[src/rtl/sr_reg_bank_pkg.sv]
// sr_reg_bank_pkg
// Holds the mode and SR-priority encodings shared by the register bank and
// its per-channel cell, plus the single-bit next-state function.
package sr_reg_bank_pkg;

  localparam logic [1:0] MODE_SR = 2'b00;
  localparam logic [1:0] MODE_JK = 2'b01;
  localparam logic [1:0] MODE_D  = 2'b10;
  localparam logic [1:0] MODE_T  = 2'b11;

  localparam int PRIO_HOLD = 0;
  localparam int PRIO_SET  = 1;
  localparam int PRIO_RST  = 2;

  // Next value of one stored bit. r is don't-care in D and T modes.
  function automatic logic sr_next_bit(input logic [1:0] mode,
                                       input int         prio,
                                       input logic       q,
                                       input logic       s,
                                       input logic       r);
    logic nxt;
    nxt = q;
    case (mode)
      MODE_SR: begin
        case ({s, r})
          2'b10:   nxt = 1'b1;
          2'b01:   nxt = 1'b0;
          2'b11: begin
            if (prio == PRIO_SET)      nxt = 1'b1;
            else if (prio == PRIO_RST) nxt = 1'b0;
            else                       nxt = q;
          end
          default: nxt = q;
        endcase
      end
      MODE_JK: begin
        case ({s, r})
          2'b10:   nxt = 1'b1;
          2'b01:   nxt = 1'b0;
          2'b11:   nxt = ~q;
          default: nxt = q;
        endcase
      end
      MODE_D:  nxt = s;
      default: nxt = s ? ~q : q;
    endcase
    return nxt;
  endfunction

endpackage

[src/rtl/sr_reg_bank_cell.sv]
// sr_cell
// One storage channel: q, qn and the registered conflict flag.
// Ports:
//   clk_i, rst_ni       clock, synchronous active-low reset
//   en_i, mode_i        update enable and mode (SR/JK/D/T)
//   s_i, r_i            S/J/D/T and R/K inputs
//   q_o, qn_o           stored state and its registered complement
//   conflict_o          registered S=R=1 flag (SR mode, en high)
//   conflict_d_o        next value of conflict, used by the top-level counter
module sr_cell
  import sr_reg_bank_pkg::*;
#(
  parameter int   SR_PRIO  = PRIO_HOLD,
  parameter logic INIT_BIT = 1'b0
) (
  input  logic       clk_i,
  input  logic       rst_ni,
  input  logic       en_i,
  input  logic [1:0] mode_i,
  input  logic       s_i,
  input  logic       r_i,
  output logic       q_o,
  output logic       qn_o,
  output logic       conflict_o,
  output logic       conflict_d_o
);

  logic q_q, q_d;
  logic qn_q;
  logic conflict_q, conflict_d;

  always_comb begin
    q_d        = q_q;
    conflict_d = 1'b0;
    if (en_i) begin
      q_d        = sr_next_bit(mode_i, SR_PRIO, q_q, s_i, r_i);
      conflict_d = (mode_i == MODE_SR) && s_i && r_i;
    end
  end

  // qn is its own flop so it is a clean register output, not an inverter.
  always_ff @(posedge clk_i) begin
    if (!rst_ni) begin
      q_q        <= INIT_BIT;
      qn_q       <= ~INIT_BIT;
      conflict_q <= 1'b0;
    end else begin
      q_q        <= q_d;
      qn_q       <= ~q_d;
      conflict_q <= conflict_d;
    end
  end

  assign q_o          = q_q;
  assign qn_o         = qn_q;
  assign conflict_o   = conflict_q;
  assign conflict_d_o = conflict_d;

endmodule

[src/rtl/sr_reg_bank.sv]
// sr_reg_bank
// Bank of N independent set/clear flag channels with run-time SR/JK/D/T mode,
// per-channel S=R conflict flags and a saturating conflict-cycle counter.
// Optional macro SR_REG_BANK_SYNC_IN_EN adds 2-flop synchronisers on s and r.
// Ports:
//   clk, rst (sync, active low), en, mode[1:0], s[N], r[N], cnt_clr
//   q[N], qn[N], conflict[N], conflict_cnt[CNT_W]
module sr_reg_bank
  import sr_reg_bank_pkg::*;
#(
  parameter int           N       = 8,
  parameter logic [N-1:0] INIT    = '0,
  parameter int           SR_PRIO = PRIO_HOLD,
  parameter int           CNT_W   = 8
) (
  input  logic             clk,
  input  logic             rst,
  input  logic             en,
  input  logic [1:0]       mode,
  input  logic [N-1:0]     s,
  input  logic [N-1:0]     r,
  input  logic             cnt_clr,
  output logic [N-1:0]     q,
  output logic [N-1:0]     qn,
  output logic [N-1:0]     conflict,
  output logic [CNT_W-1:0] conflict_cnt
);

  localparam logic [CNT_W-1:0] CNT_MAX = '1;

  logic [N-1:0]     s_use, r_use;
  logic [N-1:0]     conflict_d;
  logic [CNT_W-1:0] cnt_q, cnt_d;

`ifdef SR_REG_BANK_SYNC_IN_EN
  logic [N-1:0] s_meta_q, s_sync_q, r_meta_q, r_sync_q;

  always_ff @(posedge clk) begin
    if (!rst) begin
      s_meta_q <= '0;
      s_sync_q <= '0;
      r_meta_q <= '0;
      r_sync_q <= '0;
    end else begin
      s_meta_q <= s;
      s_sync_q <= s_meta_q;
      r_meta_q <= r;
      r_sync_q <= r_meta_q;
    end
  end

  assign s_use = s_sync_q;
  assign r_use = r_sync_q;
`else
  assign s_use = s;
  assign r_use = r;
`endif

  for (genvar i = 0; i < N; i++) begin : g_cell
    sr_cell #(
      .SR_PRIO  (SR_PRIO),
      .INIT_BIT (INIT[i])
    ) u_cell (
      .clk_i        (clk),
      .rst_ni       (rst),
      .en_i         (en),
      .mode_i       (mode),
      .s_i          (s_use[i]),
      .r_i          (r_use[i]),
      .q_o          (q[i]),
      .qn_o         (qn[i]),
      .conflict_o   (conflict[i]),
      .conflict_d_o (conflict_d[i])
    );
  end

  // Counts cycles, not channels: one step per edge with any conflict pending.
  // conflict_d is already 0 when en is low, so the count holds then.
  always_comb begin
    cnt_d = cnt_q;
    if (cnt_clr)
      cnt_d = '0;
    else if ((|conflict_d) && (cnt_q != CNT_MAX))
      cnt_d = cnt_q + 1'b1;
  end

  always_ff @(posedge clk) begin
    if (!rst) cnt_q <= '0;
    else      cnt_q <= cnt_d;
  end

  assign conflict_cnt = cnt_q;

endmodule

[config.mk]
export PLATFORM = sky130hd
export DESIGN_NAME = sr_reg_bank
export DESIGN_NICKNAME = d
export VERILOG_FILES = /design/src/rtl/sr_reg_bank_pkg.sv /design/src/rtl/sr_reg_bank_cell.sv /design/src/rtl/sr_reg_bank.sv
export SDC_FILE = /design/constraint.sdc
export NUM_CORES = 1
export LEC_CHECK = 0
export CORE_MARGIN = 4
export CORE_UTILIZATION = 47
export CTS_CLUSTER_SIZE = 10
export DETAILED_ROUTE_END_ITERATION = 12
export PLACE_DENSITY = 0.87
export SYNTH_ARGS = -nofsm -noshare
export SYNTH_HDL_FRONTEND = slang
export SYNTH_SLANG_ARGS = --single-unit
[constraint.sdc]
create_clock -name clk -period 1.7 [get_ports clk]
set_input_delay 0.17 -clock clk [delete_from_list [all_inputs] [get_ports clk]]
set_output_delay 0.17 -clock clk [all_outputs]
set_load 0.02 [all_outputs]
# ---- After elaboration in Yosys (flattened, before gate mapping)
# Index checks and enable logic that the tools add are counted.
dict set report classes {
  n_reduce_logical 20
  mux 48
  n_addsub 1
  bitwise_logic 17
  n_eq_ne 27
}
# op n
set ops {}
lappend ops {{one-hot mux 1 bit (3 select lines)} 16}
lappend ops {{equality test 2 bit, second input constant} 17}
lappend ops {{two-way mux 1 bit} 24}
lappend ops {{equality test 2 x 1 -> 1 bit, second input constant} 9}
lappend ops {{logical AND 1 bit} 17}
lappend ops {{NOT 1 bit} 17}
lappend ops {{one-hot mux 1 bit (2 select lines)} 8}
lappend ops {{adder 8 x 1 -> 8 bit, second input constant} 1}
lappend ops {{!= test 8 bit, second input constant} 1}
lappend ops {{OR reduction 8 bit} 1}
lappend ops {{zero test 2 bit} 1}
lappend ops {{OR reduction 2 bit} 1}
dict set report totals {
  out_inout_bits 32
  input_bits 22
  register_bits 32
  elab_cells 138
}

# ---- Longest topological paths before layout
# Gate-level depths: netlist (run 1).
dict set report logic_depth {
  word_depth 6
  depth_mapped 7
  depth_no_buf 7
}

# ---- By module
# Synthesis (run 1) repeated with hierarchy kept, for this count alone.
dict set report hier_totals {
  cells_unflattened 209
  hier_area_um2 1939.4
}
# mod cells_each area_per_inst_um2 instances seq_area_each_um2
set modules_own_cells {}
lappend modules_own_cells {sr_cell 20 183.9 8 60.1}
lappend modules_own_cells {sr_reg_bank 49 467.9 1 160.2}

# ---- Worst setup path before layout (run 1)
# Ideal clock, no wire load.
dict set report synth_path {
  kind {register -> register}
  from {register cnt_q[2] (netlist: conflict_cnt[2])}
  to {register cnt_q[7] (netlist: conflict_cnt[7])}
  setup_slack_ns 0.189
  n_path_buf 0
  setup_ns 0.070
  stages_incl_launch_ff 5
  period_less_slack_ns 1.511
  t_arrival_ns 1.441
  required_time_ns 1.630
  path_cell_list {dfxtp_1 and4_1 o21ai_2 or4_1 a21oi_1}
}
dict set report synth_via {
  elab_chain_len 2
  elab_cells_between_ends 3
  cone_classes {1 x add/sub; 1 x eq/ne; 1 x reduce/logical}
}
# item line_no
set synth_rtl {}
lappend synth_rtl {{from (decl)} sr_reg_bank.sv:33} ;# logic [CNT_W-1:0] cnt_q, cnt_d;
lappend synth_rtl {{from (signal assigned)} sr_reg_bank.sv:89} ;# else cnt_q <= cnt_d;
lappend synth_rtl {{parallel branches: the longest is 2 deep, another holds adder 8 x 1 -> 8 bit} -}
# Parallel ways; which one is timed is not known.
# A chain may end at the register's enable or synchronous reset.

# ---- Final worst setup path (run 1)
dict set report layout_path {
  from {input r[1]}
  to {register g_cell[1].u_cell.qn_q}
}
dict set report layout_via {
  elab_chain_len 5
  elab_cells_between_ends 8
  cone_classes {3 x eq/ne; 4 x mux; 1 x bitwise}
}
# item line_no
set layout_rtl {}
lappend layout_rtl {{from (decl)} sr_reg_bank.sv:21} ;# input logic [N-1:0] r,
lappend layout_rtl {{equality test 2 bit or equality test 2 x 1 -> 1 bit (tied branches)} {sr_reg_bank_pkg.sv:25, sr_reg_bank_pkg.sv:37}}
lappend layout_rtl {{one-hot mux 1 bit (3 select lines) or one-hot mux 1 bit (2 select lines) (tied branches)} {sr_reg_bank_pkg.sv:37, sr_reg_bank_pkg.sv:25}}
lappend layout_rtl {{one-hot mux 1 bit (3 select lines) (*)} sr_reg_bank_pkg.sv:23} ;# case (mode)
lappend layout_rtl {{two-way mux 1 bit (*)} sr_reg_bank_cell.sv:35} ;# if (en_i) begin
lappend layout_rtl {{NOT 1 bit (*)} sr_reg_bank_cell.sv:49} ;# qn_q <= ~q_d;
lappend layout_rtl {{to (signal assigned)} sr_reg_bank_cell.sv:45} ;# qn_q <= ~INIT_BIT;
lappend layout_rtl {{to (signal assigned)} sr_reg_bank_cell.sv:49}
lappend layout_rtl {{to (decl)} sr_reg_bank_cell.sv:29} ;# logic qn_q;
# Every way passes the cells marked *; elsewhere a longest branch is shown, timed or not.

==> results of run 1 <==
-- per-stage QoR --
| step | setup TNS, ns | cells | total power [W] | util, % | worst slack (ns) |
|---|---|---|---|---|---|
| after detailed placement | -3.917 | 345 | 0.001181 | 66.01 | -0.3436 |
| final | 0 | 354 | 0.001906 | 70.62 | 0.04950 |
| after global placement | -3.037 | 345 | 0.001168 | 66.01 | -0.2867 |
| after global routing | -0.1172 | 354 | 0.002000 | 70.62 | -0.05407 |
| after floorplan | 0 | 245 | 0.001013 | - | 0.1891 |
| after CTS | 0 | 354 | 0.001904 | 69.08 | 0.008706 |
-- timing repair --
item / 4_1_cts / 5_1_grt
pin swaps: 1 / 8
buffers inserted: 1 / 0
endpoints found under the setup margin: 2 / 12
gates resized for setup: 0 / 18
-- cells in the mapped netlist, drive strengths merged (3+ instances only) --
library cell  count
a21oi            27
buf              28
dfxtp            32
ha                9
inv              16
nand2            31
nand2b           16
nand3             5
nand4             3
nor2             20
o21ai            27
or3b              7
-- power groups by stage --
| stage | Sequential [W] | Clock [W] | Combinational [W] |
|---|---|---|---|
| 2_1_floorplan | 0.000805 | 0 | 0.000208 |
| 3_3_place_gp | 0.000807 | 0 | 0.000361 |
| 3_5_place_dp | 0.000809 | 0 | 0.000372 |
| 4_1_cts | 0.000793 | 0.000733 | 0.000377 |
| 5_1_grt | 0.000796 | 0.000774 | 0.000430 |
| 6_report | 0.000793 | 0.000719 | 0.000394 |
-- layout make-up --
class,instances,area (sq um)
inverter,17,63.81
tap,48,60.06
sequential,32,640.6
timing repair buffer,83,779.5
multi-input combinational,166,992.2
clock buffer,6,72.57
clock inverter,2,35.03
fill,316,1100
-- registers in the layout, indices dropped and copies added (netlist names) --
register	count
g_cell.u_cell.qn_o	8
g_cell.u_cell.conflict_o	8
g_cell.u_cell.q_o	8
conflict_cnt	8
-- metal layers --
| metal | vias to the layer above | share of wire, % | routed length [microns] |
|---|---|---|---|
| met4 | 0 | 1.9 | 93 |
| li1 | 929 | - | - |
| met3 | 8 | 5.1 | 254 |
| met5 | - | 0 | 0 |
| met2 | 47 | 51 | 2522 |
| met1 | 852 | 42 | 2071 |
-- cells by family after synthesis --
group                      count (synthesis)  share of synthesized area, %
DFF                                       32                         34.27
adders and majority gates                  9                         6.024
muxes                                      2                         1.138
AOI/OAI and AO/OA                         63                         18.54
buffers and inverters                     47                         14.46
and+or+nand+nor                           92                         25.57
-- worst reg2reg max path: stages, from the launching register on --
cell and delay, ns:
dfxtp_1 0.40, ha_1 0.30, and4_1 0.26, o2111ai_1 0.15, o31ai_1 0.22, a21oi_1 0.06
-- path summary, 6_finish.rpt --
check	slack (ns)	end	cells past startpoint	from
setup / recovery	0.05	g_cell[1].u_cell.qn_o	8	r[1]
hold / removal	0.30	g_cell[5].u_cell.q_o	3	en
setup reg to reg	0.19	conflict_cnt[6]	5	conflict_cnt[0]
hold reg to reg	0.51	conflict_cnt[6]	2	conflict_cnt[6]
==> results.toml, run 1 <==
[clocking]
numCtsBuffers = 5
cts_root_buffer = "clkbuf_8"
postCtsHoldBufs = 0
cts_buffer_depth = 2
cts_sinks = 32
clk_latency_ns = 0.29
clk_pin_slew_ns = 0.06
cts_tree = "yes"
h-tree-depth = 2

[synthesis]
syn_area_per_cell_sq_um = 7.630
synthArstFlopShare_pct = 0
yosysTopAreaCell = "dfxtp_1"
synth_fp_nets = 276
ys_top_cells_by_area = "dfxtp_1 (34%), buf_4 (9.6%), a21oi_1 (7.2%), nand2_1 (6.2%), ha_1 (6.0%)"
synth_top_area_share_pct = 34.27
synth_edf_count = 0
ys.flop_type = "dfxtp_1"
syn_inst = 245
ys_warn_count = 0
ys_seq_area_share_pct = 34.27
netlist_area_sq_um = 1869
synth_seq_cells = 32
yosysUniqueCellTypes = 34

[power_and_ir_drop]
clockPowerShare_pct = 37.7
seqPwrFrac_pct = 41.6
power.density_nw_per_um2 = 720.9
ir_drop_v = 0.0005445
p_leak_nw = 1.103
p_comb_share_pct = 20.7
switching_power_w = 0.0004959
p_int_w = 0.001410
switching_share_pct = 26.02

[drt]
drc_errors = 0
vias_per_cell = 5.186
drtPass1Iterations = 4
via_count = 1836
wl_microns = 4943
drt_iter0_drc = 130
ant_nets = 0
routedWlPerCell_microns = 13.96

[grt]
antenna_found_initial = 0
grt_max_degree = 35
met2_usage_pct = 32.54
first_global_vias = 1712
grt_pass1_wl_microns = 7797
use_met3_pct = 5.540
met1_usage_pct = 23.73
gr-total-overflow = 0
grt_use_total_pct = 19.61
top_usage_layer = "met2"

[floorplanning]
die_y_microns = 71.07
fp.dieW_microns = 71.07
start_util_pct = 49.93
coreArea_sq_um = 3744
rows = 22
die_area_sq_um = 5050
ioPinCount = 54

[sta]
slew_violations = 0
worst_pin_slew_ns = 0.2851
fmax_ghz = 0.6059
setup_viol_count_final = 0
clock_skew_ns = 0.007264
hold_viol = 0
period_share_pct = 97.09
relSlewSlack_pct = 80.99
post-route-min-period_ns = 1.650
holdWs_ns = 0.2969

[place]
gp_congestion = 0.8378
place_area_sq_um = 2471
io_buffer_count = 53
dp_hpwl_microns = 3437

[setup_path]
crit_arrival_ns = 1.83
critPathKind = "in2reg"
cp_max_fo = 2
critPathCaptureType = "flop"
crit_path_top_delay_cell = "clkdlybuf4s50_1"
crit_buf_inv = 3
cpPeakStageDelay_ns = 0.48
path_cells = "clkdlybuf4s50_1, inv_1, ha_1, or3b_1, a21oi_1, o21ai_1, a21oi_1, inv_1"
crit_path_start_kind = "input pin"
crit_family = "buffers and inverters"
worstPathRequired_ns = 1.88

[finish]
antenna_cells = 0
layout_commonest_cell = "clkdlybuf4s50_1"
finalNetCount = 336
drive_above_1_share_pct = 16.67
final_cell_area_sq_um = 2644
most-common-layout-cells = "clkdlybuf4s50_1 (48), dfxtp_1 (32), nand2_1 (31)"
area_delta_synth_final_pct = 41.43

[flow_run]
drv_cap = 0

[hold_path]
holdCritPathClass = "in2reg"

[status]
status = "finished, final reports clean"
(Power assumes the default switching activity.)
==> run 2, diff against run 1 <==
--- a/config.mk
+++ b/config.mk
@@ -5,6 +5,7 @@
 export SDC_FILE = /design/constraint.sdc
 export NUM_CORES = 1
 export LEC_CHECK = 0
+export CAP_MARGIN = 25
 export CORE_MARGIN = 4
 export CORE_UTILIZATION = 47
 export CTS_CLUSTER_SIZE = 10
==> results of run 2 <==
Final layout, timing and power as in run 1 (identical DEF).
